==> src/rtl/cmd_out_arbiter_pkg.sv <==
// -----------------------------------------------------------------------------
// cmd_out_arbiter_pkg
//
// Shared pipeline types for the command-output arbitration slice.
//   byte_t       : one byte of a command stream
//   arb_state_e  : arbiter FSM state (IDLE / BUSY)
//   *_DEFAULT    : default parameter values for cmd_out_arbiter
//   wrap_next    : modulo-N increment used for the round-robin pointer
// -----------------------------------------------------------------------------
package cmd_out_arbiter_pkg;

  typedef logic [7:0] byte_t;

  typedef enum logic {
    IDLE = 1'b0,
    BUSY = 1'b1
  } arb_state_e;

  localparam int NUM_REQ_DEFAULT         = 4;
  localparam int WATCHDOG_CYCLES_DEFAULT = 1024;

  // Width of the abort_id port; covers the full legal NUM_REQ range (up to 8).
  localparam int ABORT_ID_W  = 3;
  // Width of the mid-packet stall counter.
  localparam int STALL_CNT_W = 16;

  // Next index after idx in a ring of n entries.
  function automatic int wrap_next(input int idx, input int n);
    return (idx + 1 >= n) ? 0 : idx + 1;
  endfunction

endpackage

==> src/rtl/cmd_out_arbiter_rr_select.sv <==
// -----------------------------------------------------------------------------
// rr_priority_select
//
// Rotating first-set search. Starting at bit 'start' and moving upward
// modulo N, reports the first set bit of 'mask'. Purely combinational.
//
// Parameters
//   N     : number of mask bits
//   IW    : width of start/index (at least $clog2(N))
// Ports
//   mask  : in,  candidate bits
//   start : in,  first position to examine
//   index : out, position of the first set bit found (0 when none)
//   found : out, 1 when any mask bit is set
// -----------------------------------------------------------------------------
module rr_priority_select #(
  parameter int N  = 4,
  parameter int IW = 2
) (
  input  logic [N-1:0]  mask,
  input  logic [IW-1:0] start,
  output logic [IW-1:0] index,
  output logic          found
);

  // One spare bit so start + offset cannot overflow before the wrap.
  localparam logic [IW:0] N_W = (IW+1)'(N);

  logic [IW:0] pos;

  // Walk offsets from farthest to nearest so the nearest hit wins by being
  // written last; no priority-encoder chain is spelled out by hand.
  always_comb begin
    // NOTE: every output gets a default before the loop so no path leaves it
    // unassigned, which would otherwise infer a latch.
    index = '0;
    found = 1'b0;
    pos   = '0;
    for (int i = N - 1; i >= 0; i--) begin
      pos = {1'b0, start} + (IW+1)'(i);
      if (pos >= N_W) begin
        pos = pos - N_W;
      end
      if (mask[pos[IW-1:0]]) begin
        found = 1'b1;
        index = pos[IW-1:0];
      end
    end
  end

endmodule

==> src/rtl/cmd_out_arbiter.sv <==
// -----------------------------------------------------------------------------
// cmd_out_arbiter
//
// Packet-level round-robin arbiter merging NUM_REQ byte streams onto one
// command output stream. A grant is held from the first byte of a packet to
// the byte flagged with req_last, so packets never interleave. The output is
// a single registered stage: a byte accepted on cycle N is presented on
// cycle N+1, and one byte per cycle is sustained under continuous ready.
//
// Optional feature (macro CMD_OUT_ARB_WATCHDOG_EN):
//   When defined, a 16-bit stall counter watches the granted requester while
//   it withholds valid mid-packet. On reaching WATCHDOG_CYCLES-1 the packet is
//   aborted: the grant is dropped, abort_pulse fires for one cycle and
//   abort_id records the offender. When undefined, a stalled packet keeps the
//   grant indefinitely and abort_pulse/abort_id are tied to 0.
//
// Parameters
//   NUM_REQ         : number of requesters, 2..8
//   WATCHDOG_CYCLES : mid-packet stall limit in cycles, 2..65535
// Ports
//   clk           : in,  system clock
//   rstn          : in,  synchronous active-low reset
//   flush         : in,  synchronous abort (from the command reset)
//   req_valid     : in,  per-requester valid
//   req_ready     : out, per-requester ready (only the granted bit can be 1)
//   req_data      : in,  per-requester byte
//   req_last      : in,  per-requester end-of-packet marker
//   cmd_out_valid : out, output stream valid (registered)
//   cmd_out_ready : in,  output stream ready
//   cmd_out_data  : out, output stream byte (registered)
//   abort_pulse   : out, one-cycle pulse on a watchdog abort
//   abort_id      : out, index of the most recently aborted requester
// -----------------------------------------------------------------------------
module cmd_out_arbiter
  import cmd_out_arbiter_pkg::*;
#(
  parameter int NUM_REQ         = NUM_REQ_DEFAULT,
  parameter int WATCHDOG_CYCLES = WATCHDOG_CYCLES_DEFAULT
) (
  input  logic                  clk,
  input  logic                  rstn,
  input  logic                  flush,
  input  logic [NUM_REQ-1:0]    req_valid,
  output logic [NUM_REQ-1:0]    req_ready,
  input  byte_t [NUM_REQ-1:0]   req_data,
  input  logic [NUM_REQ-1:0]    req_last,
  output logic                  cmd_out_valid,
  input  logic                  cmd_out_ready,
  output byte_t                 cmd_out_data,
  output logic                  abort_pulse,
  output logic [ABORT_ID_W-1:0] abort_id
);

  localparam int IDX_W = $clog2(NUM_REQ);

  // Elaboration-time guard on the legal parameter ranges.
  if (NUM_REQ < 2 || NUM_REQ > 8 ||
      WATCHDOG_CYCLES < 2 || WATCHDOG_CYCLES > 65535) begin : g_bad_params
    $error("cmd_out_arbiter: NUM_REQ or WATCHDOG_CYCLES out of range");
  end

  arb_state_e       state;
  logic [IDX_W-1:0] rr_ptr;
  logic [IDX_W-1:0] gnt;
  logic             out_full;
  byte_t            out_data;

  logic [IDX_W-1:0] sel_idx;
  logic             sel_found;
  logic [IDX_W-1:0] next_ptr;

  logic             gnt_valid;
  logic             gnt_last;
  byte_t            gnt_data;
  logic             in_ready;
  logic             in_xfer;

  // ---------------------------------------------------------------------------
  // Requester selection
  // ---------------------------------------------------------------------------
  rr_priority_select #(
    .N  (NUM_REQ),
    .IW (IDX_W)
  ) u_rr_select (
    .mask  (req_valid),
    .start (rr_ptr),
    .index (sel_idx),
    .found (sel_found)
  );

  assign next_ptr = IDX_W'(wrap_next(int'(gnt), NUM_REQ));

  // ---------------------------------------------------------------------------
  // Input handshake
  // ---------------------------------------------------------------------------
  assign gnt_valid = req_valid[gnt];
  assign gnt_last  = req_last[gnt];
  assign gnt_data  = req_data[gnt];

  // Ready follows downstream ready combinationally (ready-to-ready only); the
  // output valid is a pure register, so no valid depends on any ready.
  // flush masks ready so nothing is accepted on the flush cycle.
  assign in_ready  = (state == BUSY) && !flush && (!out_full || cmd_out_ready);
  assign in_xfer   = in_ready && gnt_valid;
  assign req_ready = in_ready ? (NUM_REQ'(1) << gnt) : '0;

  assign cmd_out_valid = out_full;
  assign cmd_out_data  = out_data;

`ifdef CMD_OUT_ARB_WATCHDOG_EN
  // ---------------------------------------------------------------------------
  // Mid-packet stall watchdog
  // ---------------------------------------------------------------------------
  localparam logic [STALL_CNT_W-1:0] WD_LIMIT = STALL_CNT_W'(WATCHDOG_CYCLES - 1);

  logic [STALL_CNT_W-1:0] stall_cnt;
  logic [STALL_CNT_W-1:0] cnt_inc;
  logic                   wd_expire;

  assign cnt_inc = stall_cnt + 1'b1;
  // Expiry is taken on the stall cycle that would carry the count to the
  // limit; the granted requester is idle then, so no byte can be in flight.
  assign wd_expire = (state == BUSY) && !gnt_valid && (cnt_inc == WD_LIMIT);
`else
  assign abort_pulse = 1'b0;
  assign abort_id    = '0;
`endif

  // ---------------------------------------------------------------------------
  // Arbiter FSM and output register
  // ---------------------------------------------------------------------------
  // NOTE: all state here uses non-blocking assignments so every register
  // samples pre-edge values, regardless of statement order in this block.
  always_ff @(posedge clk) begin
    if (!rstn) begin
      state    <= IDLE;
      rr_ptr   <= '0;
      gnt      <= '0;
      out_full <= 1'b0;
      // NOTE: the output data register is reset as well, so cmd_out_data
      // reads a defined 0 out of reset rather than whatever powered up.
      out_data <= '0;
`ifdef CMD_OUT_ARB_WATCHDOG_EN
      stall_cnt   <= '0;
      abort_pulse <= 1'b0;
      abort_id    <= '0;
`endif
    end else begin
`ifdef CMD_OUT_ARB_WATCHDOG_EN
      abort_pulse <= 1'b0;
`endif

      // One-entry output stage. A new byte may replace the current one on
      // the same cycle it is consumed, which gives full throughput. An abort
      // leaves this stage alone so a byte already captured is still sent.
      if (flush) begin
        out_full <= 1'b0;
      end else if (in_xfer) begin
        out_full <= 1'b1;
        out_data <= gnt_data;
      end else if (cmd_out_ready) begin
        out_full <= 1'b0;
      end

      if (flush) begin
        // rr_ptr and gnt are deliberately kept; flush outranks expiry, so no
        // abort is reported on the same cycle.
        state <= IDLE;
`ifdef CMD_OUT_ARB_WATCHDOG_EN
        stall_cnt <= '0;
`endif
      end else begin
        unique case (state)
          IDLE: begin
            if (sel_found) begin
              gnt   <= sel_idx;
              state <= BUSY;
`ifdef CMD_OUT_ARB_WATCHDOG_EN
              stall_cnt <= '0;
`endif
            end
          end

          BUSY: begin
            if (in_xfer) begin
`ifdef CMD_OUT_ARB_WATCHDOG_EN
              stall_cnt <= '0;
`endif
              if (gnt_last) begin
                state  <= IDLE;
                rr_ptr <= next_ptr;
              end
            end
`ifdef CMD_OUT_ARB_WATCHDOG_EN
            else if (wd_expire) begin
              state       <= IDLE;
              rr_ptr      <= next_ptr;
              stall_cnt   <= '0;
              abort_pulse <= 1'b1;
              abort_id    <= ABORT_ID_W'(gnt);
            end else if (!gnt_valid) begin
              stall_cnt <= cnt_inc;
            end
`endif
          end

          default: state <= IDLE;
        endcase
      end
    end
  end

endmodule
==> config.mk <==
export PLATFORM = sky130hd
export DESIGN_NAME = cmd_out_arbiter
export DESIGN_NICKNAME = d
export VERILOG_FILES = /design/src/rtl/cmd_out_arbiter_pkg.sv /design/src/rtl/cmd_out_arbiter_rr_select.sv /design/src/rtl/cmd_out_arbiter.sv
export SDC_FILE = /design/constraint.sdc
export NUM_CORES = 1
export LEC_CHECK = 0
export CORE_MARGIN = 4
export CORE_UTILIZATION = 34
export DETAILED_ROUTE_END_ITERATION = 10
export GPL_TIMING_DRIVEN = 0
export PLACE_DENSITY = 0.78
export SKIP_LAST_GASP = 1
export SYNTH_ARGS = -nofsm -noshare
export SYNTH_HDL_FRONTEND = slang
export SYNTH_SLANG_ARGS = --single-unit
==> constraint.sdc <==
create_clock -name clk -period 1.45 [get_ports clk]
set_input_delay 0.145 -clock clk [delete_from_list [all_inputs] [get_ports clk]]
set_output_delay 0.145 -clock clk [all_outputs]
set_load 0.05 [all_outputs]
==> reports/metrics.yaml <==
outcome: "complete, but fails checks"
violations: "setup timing"
rr_worst_depth: 5
cts-root-buf: "clkbuf_4"
antenna_found_initial: 0
coreArea_um2: 2830
cts_tree: "built"
initial_core_util: 0.366
rsz0062_at_grt: "true"
drc: 0
syn_area_per_cell_um2: 9.77
ys.warnings.count: 0
ys_seq_elements: 14
clk_latency_ps: 300
synth.distinct_cells: 33
holdCritStartpoint: "cmd_out_data[5]"
slowest_delay_ps: 510
hpwl_um: 2410
async_flop_share: 0
max_cap_viol_count: 0
end_kind: "flop"
path_cells: "buf_6 -> mux4_2 -> nand4b_4 -> clkbuf_16 -> o21ai_2"
ant_nets: 0
grt_pass1_vias: 1123
yosysSeqAreaShare: 0.271
cts_buffers: 3
multiInputGateArea_um2: 742
finalWirelength_um: 3170
critPathMaxFanout: 6
final_nets: 227
cts.sinks: 14
via_per_inst: 5.17
gp_congestion: 0.789
hold_depth: 2
cts.path.max_buffers: 2
die-area_um2: 3990
post-route-min-period_ps: 1520
grt_pass1_wl_um: 5010
synth_cells: 106
synth_edf_count: 0
numPortBuffers: 56
drt_iter0_drc: 30
htreeDepth: 1
postCtsHoldBufs: 0
finalPower_mw: 1.07
grt-ovfl-total: 0
powerDensity_nw_per_um2: 568
rrSetupSlack_ps: -70
n_fill_cell: 216
rr_startpoint: "gnt[0]"
worstPathRequired_ps: 1640
fin_ws_ps: -70.6
clkTransAtPathRegs_ps: 100
slew_violations: 0
core.rowCount: 19
period_share: 1.05
post_drt_wl_per_cell_um: 15.2
diodes: 0
grt_max_degree: 11
hp-class: "flop to flop"
critPathSlowestCell: "mux4_2"
clock_skew_ps: 10.5
crit_arrival_ps: 1710
cp-start-kind: "flop"
finalHoldViolations: 0
r2r_end: "cmd_out_data[6]"
grt_use_total: 0.156
power.leakage_nw: 0.755
die_w_um: 63.2
via_count: 1081
seqCellArea_um2: 290
path_class: "flop to flop"
fmax_ghz: 0.658
finalSetupViolCount: 10
io_pins: 61
fp.dieH_um: 63.2
drt_first_pass_iters: 4
synthToLayoutAreaGrowth_pct: 82.1
ys.flop_type: "dfxtp_1"
drive_gt1_frac: 0.365
final_util: 0.667
fin_setup_tns_ps: -495
netlist_area_um2: 1040
ir_drop_uv: 278
min_delay_worst_endpoint: "cmd_out_data[5]"
## how the worst max path moves through the flow
stage                              from         endpoint  slack [ps]
final                            gnt[0]  cmd_out_data[6]         -70
after global routing             gnt[0]  cmd_out_data[0]        -130
after CTS                        gnt[1]     req_ready[0]         -60
after detailed placement  cmd_out_ready     req_ready[2]        -720
after global placement    cmd_out_ready     req_ready[0]        -680
after floorplan                  gnt[0]  cmd_out_data[4]          50
## kinds of logic after synthesis
family,count (synthesis),share of synthesized area
other,1,0.00362
AOI/OAI and AO/OA,19,0.139
adders and majority gates,4,0.0483
DFF,14,0.271
buffers and inverters,13,0.0833
and+or+nand+nor,44,0.240
muxes,11,0.215
## registers in the layout (all words and copies together), names as in the netlist
register       cells
cmd_out_data       8
cmd_out_valid      1
gnt                2
rr_ptr             2
state              1
## where the power goes
part	total (mW)	internal (mW)	switching [mW]	leakage [nW]
Sequential	0.405	0.394	0.0111	0.116
Combinational	0.372	0.213	0.159	0.618
Clock	0.295	0.153	0.141	0.0210
Total	1.07	0.760	0.311	0.755
## worst max-delay path: cells and delay by family (launching register included)
kind,cells,cell delay [ps]
DFF,1,380
buffers and inverters,2,270
and+or+nand+nor,1,180
muxes,1,510
AOI/OAI and AO/OA,1,60
## cells in the final DEF, fill, tap and decap left out, drive strengths merged
cell type and instances:
a21boi 1, a21oi 3, and2 4, and3 1, and3b 1, buf 20
clkbuf 6, clkdlybuf4s50 43, conb 4, dfxtp 14, dlygate4sd2 9, ha 4
inv 4, mux2i 2, mux4 9, nand2 15, nand2b 3, nand3 11
nand4b 1, nor2b 4, nor3 2, nor4 1, o2111ai 1, o211ai 2
o21ai 9, o21bai 1, o221ai 1, o22ai 1, or3b 1
## Yosys cell counts, drive strengths merged, types with 2 or more instances
| cell type | count | share of area |
|---|---|---|
| a21oi | 3 | 0.018 |
| and2 | 4 | 0.024 |
| buf | 8 | 0.065 |
| dfxtp | 14 | 0.27 |
| ha | 4 | 0.048 |
| inv | 4 | 0.014 |
| mux2i | 2 | 0.019 |
| mux4 | 9 | 0.20 |
| nand2 | 15 | 0.054 |
| nand2b | 3 | 0.018 |
| nand3 | 11 | 0.058 |
| nor2b | 4 | 0.024 |
| nor3 | 2 | 0.0097 |
| o211ai | 2 | 0.014 |
| o21ai | 9 | 0.069 |
## timing repair
action / in CTS / in global routing
gates cloned: 0 / 1
pin swaps: 1 / 3
setup buffers: 7 / 1
gates resized for setup: 52 / 22
endpoints found under the setup margin: 22 / 14
## per-stage QoR
step / hold WS [ps] / instance area [µm²] / instances / setup slack [ps]
after global placement: 452 / 1650 / 196 / -681
after detailed placement: 457 / 1650 / 196 / -724
after floorplan: 289 / 1050 / 109 / 45.7
final: 459 / 1890 / 209 / -70.6
after CTS: 462 / 1780 / 207 / -64.2
after global routing: 481 / 1890 / 209 / -129
## area by class of cell
cell class / instances / share of cell area
timing repair buffer: 65 / 0.357
multi-input combinational: 82 / 0.393
tap: 31 / 0.0206
clock buffer: 4 / 0.0192
sequential: 14 / 0.154
inverter: 4 / 0.00928
buffer: 9 / 0.0471
## per-layer routing
| layer | vias up | part of all wire | global-route usage | routed length (µm) |
|---|---|---|---|---|
| li1 | 526 | - | - | - |
| met1 | 492 | 0.39 | 0.166 | 1240 |
| met2 | 58 | 0.52 | 0.296 | 1640 |
| met3 | 5 | 0.075 | 0.0302 | 239 |
| met4 | 0 | 0.017 | 0.0647 | 55 |
| met5 | - | 0 | 0 | 0 |
(Power assumes the default switching activity.)
